[config.mk]
export PLATFORM = sky130hd
export DESIGN_NAME = hack_core
export DESIGN_NICKNAME = d
export VERILOG_FILES = /design/src/rtl/hack_core.sv
export SDC_FILE = /design/constraint.sdc
export NUM_CORES = 1
export LEC_CHECK = 0
export CAP_MARGIN = 20
export CORE_ASPECT_RATIO = 0.5
export CORE_MARGIN = 4
export CORE_UTILIZATION = 40
export CTS_CLUSTER_DIAMETER = 200
export DETAILED_ROUTE_END_ITERATION = 10
export GPL_TIMING_DRIVEN = 1
export PLACE_DENSITY = 0.65
export REMOVE_ABC_BUFFERS = 1
export SYNTH_ARGS = -nofsm -noshare
export SYNTH_HDL_FRONTEND = slang
export SYNTH_SLANG_ARGS = --single-unit
[constraint.sdc]
create_clock -name clk -period 4.8 [get_ports clk]
set_input_delay 0.96 -clock clk [delete_from_list [all_inputs] [get_ports clk]]
set_output_delay 0.96 -clock clk [all_outputs]
set_load 0.02 [all_outputs]
[src/rtl/hack_core.sv]
// hack_core: multi-cycle Hack CPU sharing one req/ack memory port for fetch and data.
// Define HACK_CORE_PERF_EN to build the cycle and retire performance counters.
module hack_core #(
  parameter int DATA_W  = 16,
  parameter int ADDR_W  = 16,
  parameter int PC_STEP = 2
) (
  input  logic              clk,
  input  logic              resetb,
  input  logic              halt_i,
  output logic              mem_req_o,
  output logic              mem_we_o,
  output logic [ADDR_W-1:0] mem_addr_o,
  output logic [DATA_W-1:0] mem_wdata_o,
  input  logic              mem_ack_i,
  input  logic [DATA_W-1:0] mem_rdata_i,
  output logic [DATA_W-1:0] rega_o,
  output logic [DATA_W-1:0] regd_o,
  output logic [ADDR_W-1:0] pc_o,
  output logic [2:0]        state_o,
  output logic [31:0]       cycle_cnt_o,
  output logic [31:0]       retire_cnt_o
);

  typedef enum logic [2:0] {
    S_HALT   = 3'd0,
    S_FETCH  = 3'd1,
    S_DECODE = 3'd2,
    S_READ   = 3'd3,
    S_EXEC   = 3'd4,
    S_WRITE  = 3'd5
  } state_t;

  state_t state, state_next;

  logic [DATA_W-1:0] rega, regd, ir, mreg, wdata;
  logic [ADDR_W-1:0] pc, waddr, pc_inc;
  logic [DATA_W-1:0] alu_x, alu_y, alu_out;
  logic              zr, ng, jump, retire;
  logic              unused_ir;

  assign pc_inc    = pc + ADDR_W'(PC_STEP);
  assign unused_ir = ^ir;

  always_comb begin
    alu_x = regd;
    alu_y = ir[12] ? mreg : rega;
    if (ir[11]) alu_x = '0;
    if (ir[10]) alu_x = ~alu_x;
    if (ir[9])  alu_y = '0;
    if (ir[8])  alu_y = ~alu_y;
    alu_out = ir[7] ? (alu_x + alu_y) : (alu_x & alu_y);
    if (ir[6])  alu_out = ~alu_out;
  end

  assign zr   = (alu_out == '0);
  assign ng   = alu_out[DATA_W-1];
  assign jump = (ir[2] & ng) | (ir[1] & zr) | (ir[0] & ~ng & ~zr);

  // Every retiring path funnels through one place so halt_i is only honoured there.
  always_comb begin
    state_next = state;
    retire     = 1'b0;
    case (state)
      S_HALT:   if (!halt_i) state_next = S_FETCH;
      S_FETCH:  if (mem_ack_i) state_next = S_DECODE;
      S_DECODE: begin
        if (!ir[15]) retire = 1'b1;
        else         state_next = ir[12] ? S_READ : S_EXEC;
      end
      S_READ:   if (mem_ack_i) state_next = S_EXEC;
      S_EXEC: begin
        if (ir[3]) state_next = S_WRITE;
        else       retire = 1'b1;
      end
      S_WRITE:  if (mem_ack_i) retire = 1'b1;
      default:  state_next = S_HALT;
    endcase
    if (retire) state_next = halt_i ? S_HALT : S_FETCH;
  end

  always_comb begin
    mem_req_o   = 1'b0;
    mem_we_o    = 1'b0;
    mem_addr_o  = '0;
    mem_wdata_o = '0;
    case (state)
      S_FETCH: begin
        mem_req_o  = 1'b1;
        mem_addr_o = pc;
      end
      S_READ: begin
        mem_req_o  = 1'b1;
        mem_addr_o = rega[ADDR_W-1:0];
      end
      S_WRITE: begin
        mem_req_o   = 1'b1;
        mem_we_o    = 1'b1;
        mem_addr_o  = waddr;
        mem_wdata_o = wdata;
      end
      default: ;
    endcase
  end

  always_ff @(posedge clk) begin
    if (!resetb) begin
      state <= S_HALT;
      rega  <= '0;
      regd  <= '0;
      pc    <= '0;
      ir    <= '0;
      mreg  <= '0;
      waddr <= '0;
      wdata <= '0;
    end else begin
      state <= state_next;
      case (state)
        S_FETCH: if (mem_ack_i) ir <= mem_rdata_i;
        S_DECODE: begin
          if (!ir[15]) begin
            rega <= {{(DATA_W-15){1'b0}}, ir[14:0]};
            pc   <= pc_inc;
          end
        end
        S_READ: if (mem_ack_i) mreg <= mem_rdata_i;
        S_EXEC: begin
          // Write address and jump target both use A as it was before this instruction.
          if (ir[5]) rega <= alu_out;
          if (ir[4]) regd <= alu_out;
          if (ir[3]) begin
            waddr <= rega[ADDR_W-1:0];
            wdata <= alu_out;
          end
          pc <= jump ? rega[ADDR_W-1:0] : pc_inc;
        end
        default: ;
      endcase
    end
  end

  assign rega_o  = rega;
  assign regd_o  = regd;
  assign pc_o    = pc;
  assign state_o = state;

`ifdef HACK_CORE_PERF_EN
  logic [31:0] cycle_cnt, retire_cnt;

  always_ff @(posedge clk) begin
    if (!resetb) begin
      cycle_cnt  <= '0;
      retire_cnt <= '0;
    end else begin
      if (state != S_HALT) cycle_cnt <= cycle_cnt + 32'd1;
      if (retire)          retire_cnt <= retire_cnt + 32'd1;
    end
  end

  assign cycle_cnt_o  = cycle_cnt;
  assign retire_cnt_o = retire_cnt;
`else
  logic unused_retire;
  assign unused_retire = retire;
  assign cycle_cnt_o   = '0;
  assign retire_cnt_o  = '0;
`endif

endmodule

==> qor.txt <==
========================================================================================================
Die extent in y ...........................................................................     107.8 um
Antenna fix cells .........................................................................            0
Crit path arrival time ....................................................................      4.91 ns
Number of vias in the routed layout .......................................................         8040
Cell with the most instances after synthesis ..............................................      nand2_1
Maximum buffer depth of the clock tree ....................................................            2
TritonCTS Buffers .........................................................................           17
Nets@finish ...............................................................................         1231
Final worst path period share .............................................................       0.9589
List of most frequent post-synthesis cells ................................................ nand2_1 (212), nor2_1 (122), a21oi_1 (119)
Global-route wire length before repair ....................................................     40830 um
Max-cap violation count ...................................................................            0
Clock latency at the later pin of the worst-skew pair .....................................      0.42 ns
Starting DRT DRC Count ....................................................................          723
Pleak .....................................................................................     3.744 nW
Area share of the leading cell type in the synthesized netlist ............................       0.2892
Worst slack at placement ..................................................................    0.2809 ns
Area of the die ...........................................................................  22360 sq um
Top cell type by total area after synthesis ...............................................      dfxtp_1
Crit Path Class ........................................................................... flip-flop to flip-flop
Endpoint of the lowest-slack register-to-register path .................................... pc_o[14]$_SDFFE_PN0P_
Total congestion overflow after global routing ............................................            0
Width of the die ..........................................................................     207.5 um
Filler cells ..............................................................................         1912
Utilization after layout ..................................................................       0.5042
Worst-margin pin slew .....................................................................    0.9671 ns
Average wire length per cell after detail routing .........................................     17.70 um
Worst hold path type ...................................................................... flip-flop to flip-flop
CTS-repair resized insts ..................................................................            0
Fraction of layout instances using a drive strength above 1 ...............................      0.08789
Startpoint types ..........................................................................    flip-flop
Syn_area_per_cell .........................................................................  7.270 sq um
Post-CTS clock slew at the launch and capture registers of the worst setup and hold paths .      0.06 ns
Slack of the worst reg-to-reg path ........................................................      0.20 ns
RSZ-0062 raised after global routing ......................................................           no
Power density relative to cell area ....................................................... 405.2 nW/um^2
Starting utilization of the core area .....................................................       0.4081
Number of cell instances on the worst register-to-register path ...........................           16
Synthesis Warnings ........................................................................            0
Post-synth cell types .....................................................................           72
Fraction of the yosys area taken by sequential cells ......................................       0.2892
Maximum clock skew at final layout ........................................................  0.009132 ns
All-layer global routing usage ............................................................       0.2249
Initial antenna violation count ...........................................................            0
Startpoint of the worst hold path ......................................................... wdata[0]$_SDFFE_PN0P_
Boundary pin count ........................................................................          169
Number of register bits inferred by synthesis .............................................          115
Routed Antenna Nets .......................................................................            0
Final Slew Violations .....................................................................            0
CP Capture Type ...........................................................................    flip-flop
Status ....................................................................................    completed
Via count normalized by instance count ....................................................        5.462
Number of setup violations in the final report ............................................            0
Endpoint with the worst hold slack ........................................................ wdata[0]$_SDFFE_PN0P_
Most used DFF post-synth ..................................................................      dfxtp_1
R2R Path Start ............................................................................ ir[12]$_SDFFE_PN0P_
DRC violations left .......................................................................            0
Root buffer cell ..........................................................................    clkbuf_16
Placement row count .......................................................................           36
Crit path required time ...................................................................      5.10 ns
Final min period ..........................................................................     4.603 ns
Quantity of hold-fixing buffers added after cts ...........................................            0
Post-synthesis instance area ..............................................................   7960 sq um
Highest achievable clock rate .............................................................    217.3 MHz
Highest ir drop seen on vdd ...............................................................  0.0001803 V
Vias in the first global route ............................................................         7381
Number of I/O port buffers ................................................................          104
Final hold violation count ................................................................            0
Floorplan Core Area .......................................................................  19500 sq um
Max FO, Critical Path .....................................................................           13
Number of H-tree levels ...................................................................            4
Global placer's final weighted congestion .................................................       0.9347
Number of detailed-route iterations in the first pass .....................................            5
Number of cells on the worst hold path ....................................................            2
Instance count of the mapped netlist ......................................................         1095
Number of synthesized flops with an enable pin ............................................            0
Maximum number of pins on one net before global-route repair ..............................           48
Routed WL .................................................................................     26060 um
TritonCTS clock tree ......................................................................          yes
Crit path setup slack, layout .............................................................    0.1974 ns
Headroom to the max-slew limit ............................................................       0.3537
Clk sink count ............................................................................          115
Share of flip-flops with an asynchronous set or reset after synthesis .....................            0
Biggest area contributors in the synthesized netlist ...................................... dfxtp_1 (29%), nand2_1 (10%), a21oi_1 (7.5%)
Buffers inserted by post-CTS timing repair ................................................            0
DPL Wire Length ...........................................................................     18740 um
Synth-to-Final Area Change ................................................................       23.53%
========================================================================================================
## worst max-delay path, stage by stage (launching register included)
cell,delay (ns)
dfxtp_1,0.41
buf_4,0.20
mux2i_1,0.23
nor2_1,0.08
xor2_1,0.24
ha_1,0.29
and2_4,0.18
a221oi_4,0.30
nand3_2,0.12
a311o_1,0.35
or4_1,0.39
a2111o_1,0.46
o41a_1,0.38
a211oi_4,0.34
buf_4,0.27
o32ai_1,0.09
o211a_1,0.16
## how the worst max path moves through the flow
stage               slack [ns]                 from  cells after the start                     to
floorplan                -0.35  ir[12]$_SDFFE_PN0P_                     15  pc_o[12]$_SDFFE_PN0P_
global placement          0.37  ir[12]$_SDFFE_PN0P_                     16  pc_o[14]$_SDFFE_PN0P_
detailed placement        0.28  ir[12]$_SDFFE_PN0P_                     16  pc_o[14]$_SDFFE_PN0P_
CTS                       0.26  ir[12]$_SDFFE_PN0P_                     16  pc_o[14]$_SDFFE_PN0P_
global route              0.01  ir[12]$_SDFFE_PN0P_                     16  pc_o[14]$_SDFFE_PN0P_
finish                    0.20  ir[12]$_SDFFE_PN0P_                     16  pc_o[14]$_SDFFE_PN0P_
## flip-flops by register name, indices dropped and copies added, names as in the netlist
name / flops
ir: 16
mreg: 16
pc_o: 16
rega_o: 16
regd_o: 16
waddr: 16
wdata: 16
state_o: 3
## cells by family after synthesis
group | after synthesis | share of synthesized area
and+or+nand+nor | 483 | 0.2773
other | 1 | 0.0004711
xor gates and xnor gates | 44 | 0.04841
muxes | 39 | 0.04920
DFF | 115 | 0.2892
AOI/OAI and AO/OA | 238 | 0.1971
adders and majority gates | 18 | 0.02924
buffers and inverters | 157 | 0.1091
## cell type report
cell class                 instances  area (sq um)  area share
multi-input combinational        886          5052      0.5138
clock buffer                      23         488.0     0.04962
tap                              266         332.8     0.03385
clock inverter                     9         150.1     0.01527
inverter                          14         53.80    0.005471
timing repair buffer             159          1454      0.1479
sequential                       115          2302      0.2341
## placed cells by master, fill, tap and decap left out, drive strengths merged, types with 3 or more instances in the layout
| cell type | n |
|---|---|
| nand2 | 212 |
| nor2 | 122 |
| a21oi | 119 |
| dfxtp | 115 |
| clkdlybuf4s50 | 104 |
| conb | 64 |
| buf | 55 |
| mux2i | 38 |
| xor2 | 24 |
| nand2b | 24 |
| clkbuf | 23 |
| and2 | 22 |
| xnor2 | 20 |
| and3 | 20 |
| o21ai | 20 |
| nor3 | 19 |
| nand3 | 19 |
| ha | 17 |
| o32ai | 15 |
| inv | 13 |
| a311oi | 11 |
| a211oi | 11 |
| o221ai | 9 |
| nor2b | 8 |
| nor4b | 8 |
| o211ai | 8 |
| a21o | 7 |
| a31oi | 7 |
| nor3b | 6 |
| nand4 | 6 |
| clkinv | 4 |
| o22ai | 4 |
| bufinv | 4 |
| nor4 | 4 |
| o41a | 3 |
| or3 | 3 |
| a2111oi | 3 |
## metrics by stage
stage	power, mW	cells	hold slack [ns]	area (sq um)	setup TNS [ns]
after floorplan	1.974	1015	0.4317	7381	-5.063
after global placement	2.546	1439	0.4393	9166	0
after detailed placement	2.558	1439	0.4431	9166	0
after CTS	3.947	1471	0.4501	9804	0
after global routing	4.158	1472	0.4653	9833	0
final	3.985	1472	0.4496	9833	0
## power breakdown
part | total [mW] | leakage [nW] | internal [mW] | switching (mW)
clock | 1.39 | 0.309 | 0.922 | 0.470
sequential | 1.12 | 0.929 | 1.02 | 0.101
combinational | 1.47 | 2.51 | 0.524 | 0.947
## metal layers
metal,vias up,global-route usage,wire length (um)
met5,-,0,0
met1,3818,0.3252,12380
met2,330,0.3539,11500
met3,43,0.03231,1759
met4,0,0.05516,415
li1,3849,-,-
No activity file was read; power rests on OpenSTA's default activity.
